**config.mk**
```make
export PLATFORM = sky130hd
export DESIGN_NAME = tm_reorder_buffer
export DESIGN_NICKNAME = d
export VERILOG_FILES = /design/src/rtl/tm_reorder_buffer.sv
export SDC_FILE = /design/constraint.sdc
export NUM_CORES = 1
export LEC_CHECK = 0
export CAP_MARGIN = 20
export CORE_AREA = 2 2 163 165
export CTS_BUF_LIST = sky130_fd_sc_hd__clkbuf_4 sky130_fd_sc_hd__clkbuf_8
export CTS_CLUSTER_SIZE = 16
export DETAILED_ROUTE_END_ITERATION = 7
export DIE_AREA = 0 0 165 167
export PLACE_DENSITY = 0.71
export SLEW_MARGIN = 40
export SYNTH_ARGS = -nofsm -noshare
export SYNTH_HDL_FRONTEND = slang
export SYNTH_SLANG_ARGS = --single-unit
```
**constraint.sdc**
```tcl
create_clock -name clk -period 8.5 [get_ports clk]
set_clock_uncertainty 0.1 [all_clocks]
set_input_delay 1.7 -clock clk [delete_from_list [all_inputs] [get_ports clk]]
set_output_delay 1.7 -clock clk [all_outputs]
set_load 0.005 [all_outputs]
```
**src/rtl/tm_reorder_buffer.sv**
```systemverilog
// tm_reorder_buffer
// Receive-side reorder buffer for a master talking to several slaves whose
// responses return over different VCs and thus out of order. A sequential
// tag is handed out per request; each tag owns one storage slot. Responses
// may arrive in any order and are released to the module in issue order.
//
// Ports:
//   clk, rst          clock; asynchronous active-low reset
//   issue_valid_in    module wants to send a request
//   issue_ready_out   a tag is free (credit available)
//   issue_tag_out     tag to attach to the outgoing request (tail)
//   rx_valid_in/rx_ready_out/rx_tag_in/rx_data_in
//                     tagged response from the dpkt (never backpressured)
//   rx_valid_out/rx_ready_in/rx_data_out
//                     in-order response stream to the module
//   outstanding_out   tags issued and not yet popped
//   err_out           sticky: a response arrived with an illegal tag
module tm_reorder_buffer #(
    parameter int WIDTH_DATA = 36,
    parameter int WIDTH_TAG  = 3
) (
    input  logic                  clk,
    input  logic                  rst,
    input  logic                  issue_valid_in,
    output logic                  issue_ready_out,
    output logic [WIDTH_TAG-1:0]  issue_tag_out,
    input  logic                  rx_valid_in,
    output logic                  rx_ready_out,
    input  logic [WIDTH_TAG-1:0]  rx_tag_in,
    input  logic [WIDTH_DATA-1:0] rx_data_in,
    output logic                  rx_valid_out,
    input  logic                  rx_ready_in,
    output logic [WIDTH_DATA-1:0] rx_data_out,
    output logic [WIDTH_TAG:0]    outstanding_out,
    output logic                  err_out
);
    localparam int DEPTH = 1 << WIDTH_TAG;

    logic [WIDTH_TAG-1:0]  head;
    logic [WIDTH_TAG-1:0]  tail;
    logic [WIDTH_TAG:0]    count;
    logic [DEPTH-1:0]      filled;
    logic [WIDTH_DATA-1:0] mem [DEPTH];
    logic                  err;

    logic                  issue_fire;
    logic                  pop;
    logic [WIDTH_TAG-1:0]  rx_off;
    logic                  rx_alloc;
    logic                  rx_ok;
    logic [DEPTH-1:0]      set_mask;
    logic [DEPTH-1:0]      clr_mask;

    // count never exceeds DEPTH, so its MSB alone means "full".
    // Depends on registers only: a same-cycle pop does not free a credit.
    assign issue_ready_out = ~count[WIDTH_TAG];
    assign issue_tag_out   = tail;
    assign rx_ready_out    = 1'b1;
    assign rx_valid_out    = filled[head];
    assign rx_data_out     = mem[head];
    assign outstanding_out = count;
    assign err_out         = err;

    assign issue_fire = issue_valid_in & issue_ready_out;
    assign pop        = rx_valid_out & rx_ready_in;

    // A tag is allocated when its distance from head is below count; this
    // uses pre-issue state, so a tag issued this same cycle is not yet legal.
    assign rx_off   = rx_tag_in - head;
    assign rx_alloc = ({1'b0, rx_off} < count);
    assign rx_ok    = rx_valid_in & rx_alloc & ~filled[rx_tag_in];

    // Set and clear never hit the same slot: a pop needs filled[head] while
    // a write needs ~filled[tag].
    always_comb begin
        set_mask = '0;
        clr_mask = '0;
        if (rx_ok) set_mask[rx_tag_in] = 1'b1;
        if (pop)   clr_mask[head]      = 1'b1;
    end

    always_ff @(posedge clk or negedge rst) begin
        if (!rst) begin
            head   <= '0;
            tail   <= '0;
            count  <= '0;
            filled <= '0;
            err    <= 1'b0;
        end else begin
            if (issue_fire) tail <= tail + 1'b1;
            if (pop)        head <= head + 1'b1;
            filled <= (filled & ~clr_mask) | set_mask;
            if (rx_valid_in && !rx_ok) err <= 1'b1;
            case ({issue_fire, pop})
                2'b10:   count <= count + 1'b1;
                2'b01:   count <= count - 1'b1;
                default: count <= count;
            endcase
        end
    end

    // Payload storage is not reset; validity is tracked by filled[].
    always_ff @(posedge clk) begin
        if (rx_ok) mem[rx_tag_in] <= rx_data_in;
    end
endmodule

```
==> impl_summary.txt, run 1 <==
----------------------------------------------------
[STA]
  Number of setup violations in the final report ... 0
  Clock period minus final worst setup slack ... 5.30 ns
  Top achievable clock speed ... 189 MHz
  Final TNS setup ... 0 ns
  Worst max-slew margin expressed relative to the limit ... between 40% and 50%
  RSZ-0062 raised after global routing ... false
  Actual transition at the worst max-transition pin ... just under 0.8 ns
  Max-slew violation total from the final report ... 0
  Portion of the clock cycle consumed by the worst path in the final layout ... around 62%
  Hold slack final ... ~0.36 ns
  Count of final hold-check violations ... 0

[GRT]
  Wire length of the first global-routing pass ... 37.4 mm
  M3 GR Usage ... 3.44%
  Number of global-route vias before repair ... 6751
  Global routing usage on met2 ... 29.6%
  Met1 track demand over resource ... 24.4%
  Pin count of the biggest net entering global routing ... 44
  GRT overflow ... 0
  Most used routing layer ... met2
  GR Util All Layers ... 17.9%
  Initial antenna violation count ... 0

[Yosys]
  Number of storage elements in the synthesis netlist ... slightly above 300
  Post-Synthesis Cells ... 636
  Mapped Nets ... 690
  Share of Yosys cell area claimed by the top area cell type ... between 70% and 80%
  Syn Std Cell Area ... 0.0121 sq mm
  Sequential element share of the synthesized area ... 75.1%
  Leading post-synthesis cells by cell area ... edfxtp_1 71%, mux4_2 14%, dfrtp_1 3.9%, nand2_1 3.7%, ha_1 0.82%
  Synthesized area divided by synthesized cell count ... 19.1 sq um
  Yosys synthesis warning count ... 0
  Post-synth cell types ... 40
  Largest area contributor in the netlist ... edfxtp_1

[Cells and area]
  Final layout net count ... 813
  Filler cell count ... 1972
  Commonest non-fill, non-tap cells in the layout ... 288 x edfxtp_1, 120 x nand2_1, 88 x clkdlybuf4s50_1, 73 x mux4_2, 51 x clkbuf_8
  Final cell count without fillers ... 1129
  Multi-input gate area ... 0.00286 sq mm
  Post-layout utilization of the core ... 56.3%
  Area growth from synthesis to layout ... 19.4%
  Fraction of final layout cells sized beyond drive strength 1 ... between 20% and 30%
  Area taken by flip-flops and latches ... 0.00914 sq mm
  Most frequent standard cell in the layout excluding fill and tap cells ... edfxtp_1

[CTS]
  Post-CTS Resized ... 0
  Clock latency reported for the late side of the worst-skew pair ... approximately 0.55 ns
  Clock tree sinks ... 307
  Clock buffer count from CTS ... 48
  H-Tree Level Count ... 2
  Clock tree root buffer cell ... clkbuf_8
  Clock tree from TritonCTS ... done
  Number of buffers inserted by post-CTS setup repair ... 0
  Clock transition at the registers of the reported paths ... ~0.060 ns
  CTS Hold Buffers Added ... 0
  Maximum buffer depth of the clock tree ... 3

[Setup path]
  Highest-delay cell along the critical path ... or4_1
  Critical path startpoint category ... input port
  Ordered cell list for the critical path ... clkdlybuf4s50_1, inv_1, ha_1, inv_1, fa_1, xor2_1, xnor2_1, ha_1, nor2_1, a211oi_1, or4_1, nor2_4, buf_16, buf_16
  Signal arrival time at the worst endpoint ... 5.47 ns
  Biggest cell delay along the critical path ... approximately 0.77 ns
  Reg2reg setup slack ... ~3.8 ns
  Worst setup EP type ... flip-flop
  Reg-to-reg critical path startpoint ... head[1]
  CP endpoint ... mem[5][0]
  Kind of critical path ... input port to flip-flop
  Critical register-to-register path endpoint ... mem[5][0]
  Length in cells of the worst reg-to-reg path ... 11
  Data required time of the worst path ... 8.66 ns
  Critical path origin ... rx_tag_in[0]
  Peak fanout along the critical path ... 16

[Power]
  Total power after layout ... ~0.0046 W
  Max rail drop VDD ... 242 uV
  Total power density per cell area ... 315 mW/mm^2
  Leakage Power ... 4.93 nW

[Place]
  Placed wire-length estimate after detailed placement ... ~14 mm
  RePlAce Congestion ... 0.763
  Count of input and output buffers ... 89
  Dpl cells ... 1044

[Route]
  Post-detailed-route count of antenna-violating nets ... 0
  DR vias ... 6096
  Wirelength per Cell ... 20.9 microns
  Total Routed Length ... 23.6 mm
  Iter 0 DRT Violations ... 481
  DRC viols ... 0
  Count of TritonRoute iterations in the first routing pass ... 4
  Routed vias/inst ... about 5.4

[Die]
  Starting density of the core ... 47.1%
  Die span in y ... 167 microns
  Die width ... 165 microns
  Ports placed on the boundary ... 91
  Total number of placement rows ... 59
  Area of the die ... 0.0276 sq mm
  Core Region ... 0.0258 sq mm

[Run]
  Max-capacitance violation count ... 0

[Hold path]
  Class of the tightest hold or removal check ... flip-flop to flip-flop

[Outcome]
  Outcome ... finished, final reports clean

----------------------------------------------------
## state kept, by name (all words and copies together) (netlist names)
| name | cells |
|---|---|
| mem | 288 |
| head | 3 |
| err_out | 1 |
| filled | 8 |
| outstanding_out | 4 |
| issue_tag_out | 3 |
## area by class of cell
| cell class | count | area share, % |
|---|---|---|
| multi-input combinational | 282 | 19.7 |
| sequential | 307 | 63.0 |
| clock inverter | 15 | 0.708 |
| timing repair buffer | 102 | 7.40 |
| clock buffer | 69 | 5.77 |
| inverter | 18 | 0.466 |
| antenna | 1 | 0.0173 |
| tap | 335 | 2.89 |
## worst max-delay path, delay by kind of cell
kind / cells / cell delay, ns
buffers and inverters: 5 / 1.11
AND/OR/NAND/NOR: 3 / 1.42
XOR/XNOR: 2 / 0.31
AO/OA/AOI/OAI: 1 / 0.09
adder cells (fa/ha/maj): 3 / 0.81
## cell families after synthesis
group | count (synthesis) | share of synthesized area [%]
other | 1 | 0.0309
AO/OA/AOI/OAI | 31 | 1.98
XOR/XNOR | 9 | 0.649
adder cells (fa/ha/maj) | 10 | 1.15
multiplexers | 83 | 14.4
buffers and inverters | 47 | 1.66
flip-flops | 307 | 75.1
AND/OR/NAND/NOR | 148 | 5.00
## worst min path at each step
stage,start,cells past startpoint,slack [ns],endpoint
6_report,err_out,1,0.36,err_out
5_1_grt,err_out,1,0.39,err_out
4_1_cts,err_out,1,0.36,err_out
3_5_place_dp,err_out,1,0.35,err_out
3_3_place_gp,err_out,1,0.34,err_out
2_1_floorplan,err_out,1,0.35,err_out
## power breakdown
group / total, W / internal [W] / leakage [nW] / switching, W
Clock: 0.00120 / 0.000662 / 0.499 / 0.000539
Sequential: 0.00187 / 0.00176 / 2.81 / 0.000110
Combinational: 0.00149 / 0.000806 / 1.62 / 0.000686
Total: 0.00456 / 0.00323 / 4.93 / 0.00133
## routing by layer
metal  vias up  wire [microns]
met1      3140           10400
li1       2747               -
met3        42            1120
met2       167           11600
met5         -               0
met4         0             472
## Yosys cell counts (all sizes together)
master / instances
or2b: 1
nor2: 8
and2: 5
a211o: 2
mux2i: 8
o32ai: 1
a211oi: 5
mux4: 73
inv: 18
a21bo: 1
nor2b: 1
clkbuf: 10
o22ai: 3
o22a: 2
a21oi: 1
dfrtp: 19
xor2: 3
edfxtp: 288
nand4b: 2
fa: 2
a21o: 4
nor3: 5
a221o: 4
buf: 19
o21a: 1
o21ai: 5
ha: 8
nand2b: 4
or2: 1
xnor2: 6
a2bb2oi: 1
conb: 1
nand2: 120
or4: 1
mux2: 2
a31oi: 1
## through the flow
step | cell area, sq um | worst slack, ns
5_1_grt | 14500 | 2.92
4_1_cts | 14500 | 3.19
6_report | 14500 | 3.20
2_1_floorplan | 12100 | 1.56
3_5_place_dp | 13600 | 2.60
3_3_place_gp | 13400 | 2.44
Power figures use the tool's default switching activity.
==> run 2, diff against run 1 <==
Clock period 8.5 ns to 5.5 ns, I/O delays scaled along.
==> impl_summary.txt, run 2 (synthesized netlist as in run 1, its figures left out) <==
----------------------------------------------------
[Outcome]
  Outcome ... finished, final reports clean

[CTS]
  Clock tree from TritonCTS ... done
  Clock latency reported for the late side of the worst-skew pair ... 0.54 ns (about the same)
  Clock buffer count from CTS ... 47 (-2.1%)
  Number of buffers inserted by post-CTS setup repair ... 0 (unchanged)
  Maximum buffer depth of the clock tree ... 3 (unchanged)
  Clock transition at the registers of the reported paths ... 0.07 ns (about the same)
  Post-CTS Resized ... 0 (unchanged)
  CTS Hold Buffers Added ... 0 (unchanged)
  Clock tree root buffer cell ... clkbuf_8
  H-Tree Level Count ... 2 (unchanged)
  Clock tree sinks ... 307 (unchanged)

[Cells and area]
  Final layout net count ... 816 (+0.37%)
  Flip-flop count of the largest register, all copies and words added ... 288 (unchanged)
  Commonest non-fill, non-tap cells in the layout ... 288 x edfxtp_1, 120 x nand2_1, 88 x clkdlybuf4s50_1, 73 x mux4_2, 47 x clkbuf_8
  Final cell count without fillers ... 1133 (+0.35%)
  Area growth from synthesis to layout ... 19.3%
  Register name with the most flops ... mem
  Inserted Diodes ... 0 (-1)
  Fraction of final layout cells sized beyond drive strength 1 ... 23.1% (+0.74 points)
  Most frequent standard cell in the layout excluding fill and tap cells ... edfxtp_1

[Die]
  Area of the die ... 0.0276 sq mm (unchanged)
  Core Region ... 0.0258 sq mm (unchanged)
  Starting density of the core ... 47.1% (unchanged)
  Ports placed on the boundary ... 91 (unchanged)
  Total number of placement rows ... 59 (unchanged)
  Die width ... 165 microns (unchanged)
  Die span in y ... 167 microns (unchanged)

[STA]
  Final TNS setup ... 0 ns (unchanged)
  Hold slack final ... 0.368 ns (+0.0129 ns)
  Portion of the clock cycle consumed by the worst path in the final layout ... between 80% and 90%
  Number of setup violations in the final report ... 0 (unchanged)
  Actual transition at the worst max-transition pin ... 0.743 ns (-0.0496 ns)
  Top achievable clock speed ... around 220 MHz
  RSZ-0062 raised after global routing ... false
  Count of final hold-check violations ... 0 (unchanged)
  Worst max-slew margin expressed relative to the limit ... 50.0% (+2.9 points)
  Max-slew violation total from the final report ... 0 (unchanged)
  Clock period minus final worst setup slack ... around 4.5 ns

[Setup path]
  Critical register-to-register path endpoint ... mem[3][5]
  Worst setup EP type ... output pin
  Length in cells of the worst reg-to-reg path ... 11 (unchanged)
  Critical path startpoint category ... flip-flop
  Signal arrival time at the worst endpoint ... 3.33 ns (-2.14 ns)
  Reg2reg setup slack ... 1.33 ns (-2.48 ns)
  Data required time of the worst path ... 4.30 ns (-4.36 ns)
  Kind of critical path ... flip-flop to output pin
  Reg-to-reg critical path startpoint ... head[0]
  Peak fanout along the critical path ... 50 (+34)

[GRT]
  Wire length of the first global-routing pass ... 36.9 mm (-1.3%)
  Number of global-route vias before repair ... 6679 (-1.1%)
  Pin count of the biggest net entering global routing ... 58 (+32%)
  GR Util All Layers ... 17.5% (-0.37 points)
  GRT overflow ... 0 (unchanged)
  Initial antenna violation count ... 0 (unchanged)

[Route]
  Iter 0 DRT Violations ... 634 (+32%)
  DR vias ... 6286 (+3.1%)
  Routed vias/inst ... 5.55 (+2.8%)
  Wirelength per Cell ... 21.0 microns (+0.39%)
  Count of TritonRoute iterations in the first routing pass ... 4 (unchanged)
  Post-detailed-route count of antenna-violating nets ... 0 (unchanged)
  Total Routed Length ... 23.8 mm (+0.75%)
  DRC viols ... 0 (unchanged)

[Hold path]
  Capture endpoint of the worst hold path ... err_out
  Class of the tightest hold or removal check ... flip-flop to flip-flop
  Hold Crit Start ... err_out
  Worst Hold Path Cells ... 1 (unchanged)

[Place]
  Count of input and output buffers ... 89 (unchanged)
  RePlAce Congestion ... 0.792 (+3.8%)
  Dpl cells ... 1047 (+0.29%)
  Placed wire-length estimate after detailed placement ... 13.7 mm (+0.24%)

[Power]
  Total power density per cell area ... 484 mW/mm^2 (+54%)
  Max rail drop VDD ... 271 uV (+12%)
  Leakage Power ... 4.93 nW (+0.11%)

[Run]
  Max-capacitance violation count ... 0 (unchanged)

----------------------------------------------------
-- run 2: area by class of cell --
cell class | count | area [sq um]
fill | 1922 | 11300
sequential | 307 | 9130
multi-input combinational | 282 | 2870
timing repair buffer | 106 | 1070
clock buffer | 60 | 744
tap | 335 | 419
clock inverter | 25 | 183
inverter | 18 | 67.6
-- run 2: metal layers --
metal,global-route usage [%],share of wire [%],vias up
li1,-,-,2753
met1,24.8,44,3268
met2,28.0,48,224
met3,3.39,6.2,41
met4,5.07,1.9,0
met5,0,0,-
-- run 2: through the flow --
step / utilization [%] / total power, W / worst slack, ns / instance area (sq um)
after floorplan: - / 0.00429 / -0.356 / 12100
final: 56.2 / 0.00701 / 0.969 / 14500
after global placement: 52.5 / 0.00518 / 0.515 / 13500
after detailed placement: 52.5 / 0.00523 / 0.444 / 13500
after CTS: 56.1 / 0.00709 / 0.860 / 14500
after global routing: 56.2 / 0.00739 / 0.708 / 14500
-- run 2: where the power goes --
| part | total (W) | internal, W | switching [W] |
|---|---|---|---|
| clock | 0.00184 | 0.000991 | 0.000853 |
| combinational | 0.00228 | 0.00122 | 0.00106 |
| sequential | 0.00289 | 0.00272 | 0.000176 |
| total | 0.00701 | 0.00493 | 0.00209 |
-- run 2: critical path, stage by stage, from the launching register on --
cell and delay, ns:
dfrtp_4 0.82, buf_6 0.65, mux4_2 0.60, nand2_1 0.08, nand2_1 0.11, clkdlybuf4s50_1 0.46
-- run 2: how the worst max path moves through the flow --
| stage | depth (start not counted) | slack, ns | start | endpoint |
|---|---|---|---|---|
| after floorplan | 12 | -0.36 | rx_tag_in[0] | mem[2][0] |
| after global placement | 13 | 0.51 | rx_tag_in[0] | mem[3][13] |
| after detailed placement | 13 | 0.44 | rx_tag_in[0] | mem[3][11] |
| after CTS | 5 | 0.86 | head[0] | rx_data_out[21] |
| after global routing | 5 | 0.71 | head[0] | rx_data_out[15] |
| final | 5 | 0.97 | head[0] | rx_data_out[19] |
==> run 3, diff against run 2 <==
Clock period 5.5 ns to 4.3 ns, I/O delays scaled along.
==> impl_summary.txt, run 3 (synthesized netlist as in run 1, its figures left out) <==
----------------------------------------------------
[Outcome]
  Outcome ... finished, final reports clean

[Cells and area]
  Inserted Diodes ... 0 (unchanged)
  Flip-flop count of the largest register, all copies and words added ... 288 (unchanged)
  Fraction of final layout cells sized beyond drive strength 1 ... 23.5% (+0.46 points)
  Final layout net count ... 825 (+1.1%)
  Area growth from synthesis to layout ... 21.1%
  Filler cell count ... 1899 (-1.2%)
  Register name with the most flops ... mem
  Commonest non-fill, non-tap cells in the layout ... 288 x edfxtp_1, 120 x nand2_1, 88 x clkdlybuf4s50_1, 73 x mux4_2, 51 x clkbuf_8
  Most frequent standard cell in the layout excluding fill and tap cells ... edfxtp_1
  Non-Filler Cell Area, Final ... 0.0147 sq mm (+1.5%)

[STA]
  Actual transition at the worst max-transition pin ... 0.711 ns (-0.0316 ns)
  Top achievable clock speed ... 264 MHz
  Portion of the clock cycle consumed by the worst path in the final layout ... 88.1%
  Number of setup violations in the final report ... 0 (unchanged)
  Count of final hold-check violations ... 0 (unchanged)
  Clock period minus final worst setup slack ... around 3.8 ns
  Setup ws final ... 0.512 ns (-0.457 ns)
  RSZ-0062 raised after global routing ... false
  Max-slew violation total from the final report ... 0 (unchanged)
  Worst max-slew margin expressed relative to the limit ... 52.3% (+2.3 points)

[Route]
  DR vias ... 6234 (-0.83%)
  Iter 0 DRT Violations ... 597 (-5.8%)
  Wirelength per Cell ... 21.3 microns (+1.3%)
  DRC viols ... 0 (unchanged)
  Total Routed Length ... 24.3 mm (+2.2%)
  Routed vias/inst ... 5.45 (-1.7%)
  Count of TritonRoute iterations in the first routing pass ... 6 (+2)
  Post-detailed-route count of antenna-violating nets ... 0 (unchanged)

[Setup path]
  Critical path startpoint category ... flip-flop
  Signal arrival time at the worst endpoint ... 2.83 ns (-0.50 ns)
  Data required time of the worst path ... 3.34 ns (-0.96 ns)
  Peak fanout along the critical path ... 80 (+60%)
  Worst setup EP type ... output pin
  Kind of critical path ... flip-flop to output pin

[GRT]
  Wire length of the first global-routing pass ... 38.0 mm (+2.8%)
  M3 GR Usage ... 3.94% (+0.55 points)
  Pin count of the biggest net entering global routing ... 81 (+40%)
  Most used routing layer ... met2
  Global routing usage on met2 ... 29.2% (+1.2 points)
  Met1 track demand over resource ... 25.5% (+0.66 points)
  GRT overflow ... 0 (unchanged)
  Initial antenna violation count ... 0 (unchanged)
  Number of global-route vias before repair ... 6734 (+0.82%)
  GR Util All Layers ... 18.2% (+0.67 points)

[CTS]
  H-Tree Level Count ... 2 (unchanged)
  Post-CTS Resized ... 0 (unchanged)
  Clock tree from TritonCTS ... done
  Clock buffer count from CTS ... 48 (+2.1%)
  Clock tree root buffer cell ... clkbuf_8
  Number of buffers inserted by post-CTS setup repair ... 0 (unchanged)
  CTS Hold Buffers Added ... 0 (unchanged)
  Maximum buffer depth of the clock tree ... 3 (unchanged)
  Clock latency reported for the late side of the worst-skew pair ... 0.56 ns (+0.02 ns)
  Clock transition at the registers of the reported paths ... 0.06 ns (about the same)
  Clock tree sinks ... 307 (unchanged)

[Place]
  Count of input and output buffers ... 89 (unchanged)
  Placed wire-length estimate after detailed placement ... 14.3 mm (+3.9%)
  RePlAce Congestion ... 0.800 (+1.1%)
  Post-placement setup slack ... 0.0118 ns (-0.433 ns)
  Instance area after placement ... 0.0137 sq mm (+1.2%)

[Die]
  Total number of placement rows ... 59 (unchanged)
  Die span in y ... 167 microns (unchanged)
  Area of the die ... 0.0276 sq mm (unchanged)
  Ports placed on the boundary ... 91 (unchanged)
  Die width ... 165 microns (unchanged)
  Core Region ... 0.0258 sq mm (unchanged)
  Starting density of the core ... 47.1% (unchanged)

[Power]
  Fraction of power consumed by sequential logic ... 40.2% (-1.1 points)
  Internal Pwr Total ... 0.00651 W (+32%)
  Max rail drop VDD ... 370 uV (+36%)
  Fraction of power consumed by combinational cells ... 32.1% (-0.3 points)
  Leakage Power ... 5.03 nW (+2.0%)
  Clock network fraction of design power ... 27.6% (+1.3 points)
  Sw Ratio ... 29.0% (-0.81 points)
  Sw Pwr ... 0.00265 W (+27%)
  Total power density per cell area ... 623 mW/mm^2 (+29%)

[Run]
  Max-capacitance violation count ... 0 (unchanged)

[Hold path]
  Class of the tightest hold or removal check ... input port to asynchronous set/reset pin

----------------------------------------------------
-- run 3: area by class of cell --
cell class	count	area (sq um)	area share (%)
Clock inverter	22	199	1.35
Sequential cell	307	9130	62.1
Inverter	18	67.6	0.460
Multi-Input combinational cell	282	2890	19.6
Timing Repair Buffer	114	1190	8.07
Tap cell	335	419	2.85
Clock buffer	65	807	5.49
-- run 3: routing by layer --
metal / vias to the layer above / routed length, microns
li1: 2776 / -
met1: 3192 / 10100
met3: 23 / 1860
met2: 243 / 12000
met5: - / 0
met4: 0 / 269
-- run 3: critical path, stage by stage, from the launching register on --
cell	delay, ns
dfrtp_4	0.43
buf_12	0.47
mux4_2	0.58
nand2_1	0.08
nand2_1	0.13
clkdlybuf4s50_1	0.51
-- run 3: worst paths after layout --
kind | from | to | slack (ns) | cells past startpoint
max | head[0] | rx_data_out[20] | 0.51 | 5
min | rst | issue_tag_out[0] | 0.14 | 1
max reg2reg | head[0] | outstanding_out[3] | 0.96 | 11
min reg2reg | issue_tag_out[2] | issue_tag_out[2] | 0.38 | 1
max in group asynchronous | rst | head[0] | 3.61 | 1
min in group clk | issue_tag_out[2] | issue_tag_out[2] | 0.38 | 1
-- run 3: power groups by stage --
stage	combinational, W	clock [W]	sequential, W
floorplan	0.00188	0	0.00362
global route	0.00324	0.00272	0.00371
finish	0.00294	0.00253	0.00369
CTS	0.00300	0.00259	0.00369
detailed placement	0.00298	0	0.00375
global placement	0.00293	0	0.00373
-- run 3: per-stage QoR --
stage | cells | util (%) | TNS (ns) | power, W | hold WS (ns)
after floorplan | 636 | - | -19.21 | 0.00550 | 0.351
after global placement | 1056 | 53.2 | 0 | 0.00667 | 0.358
after detailed placement | 1056 | 53.2 | 0 | 0.00673 | 0.377
after CTS | 1143 | 57.1 | 0 | 0.00929 | 0.389
after global routing | 1143 | 57.1 | 0 | 0.00967 | 0.133
final | 1143 | 57.1 | 0 | 0.00916 | 0.137
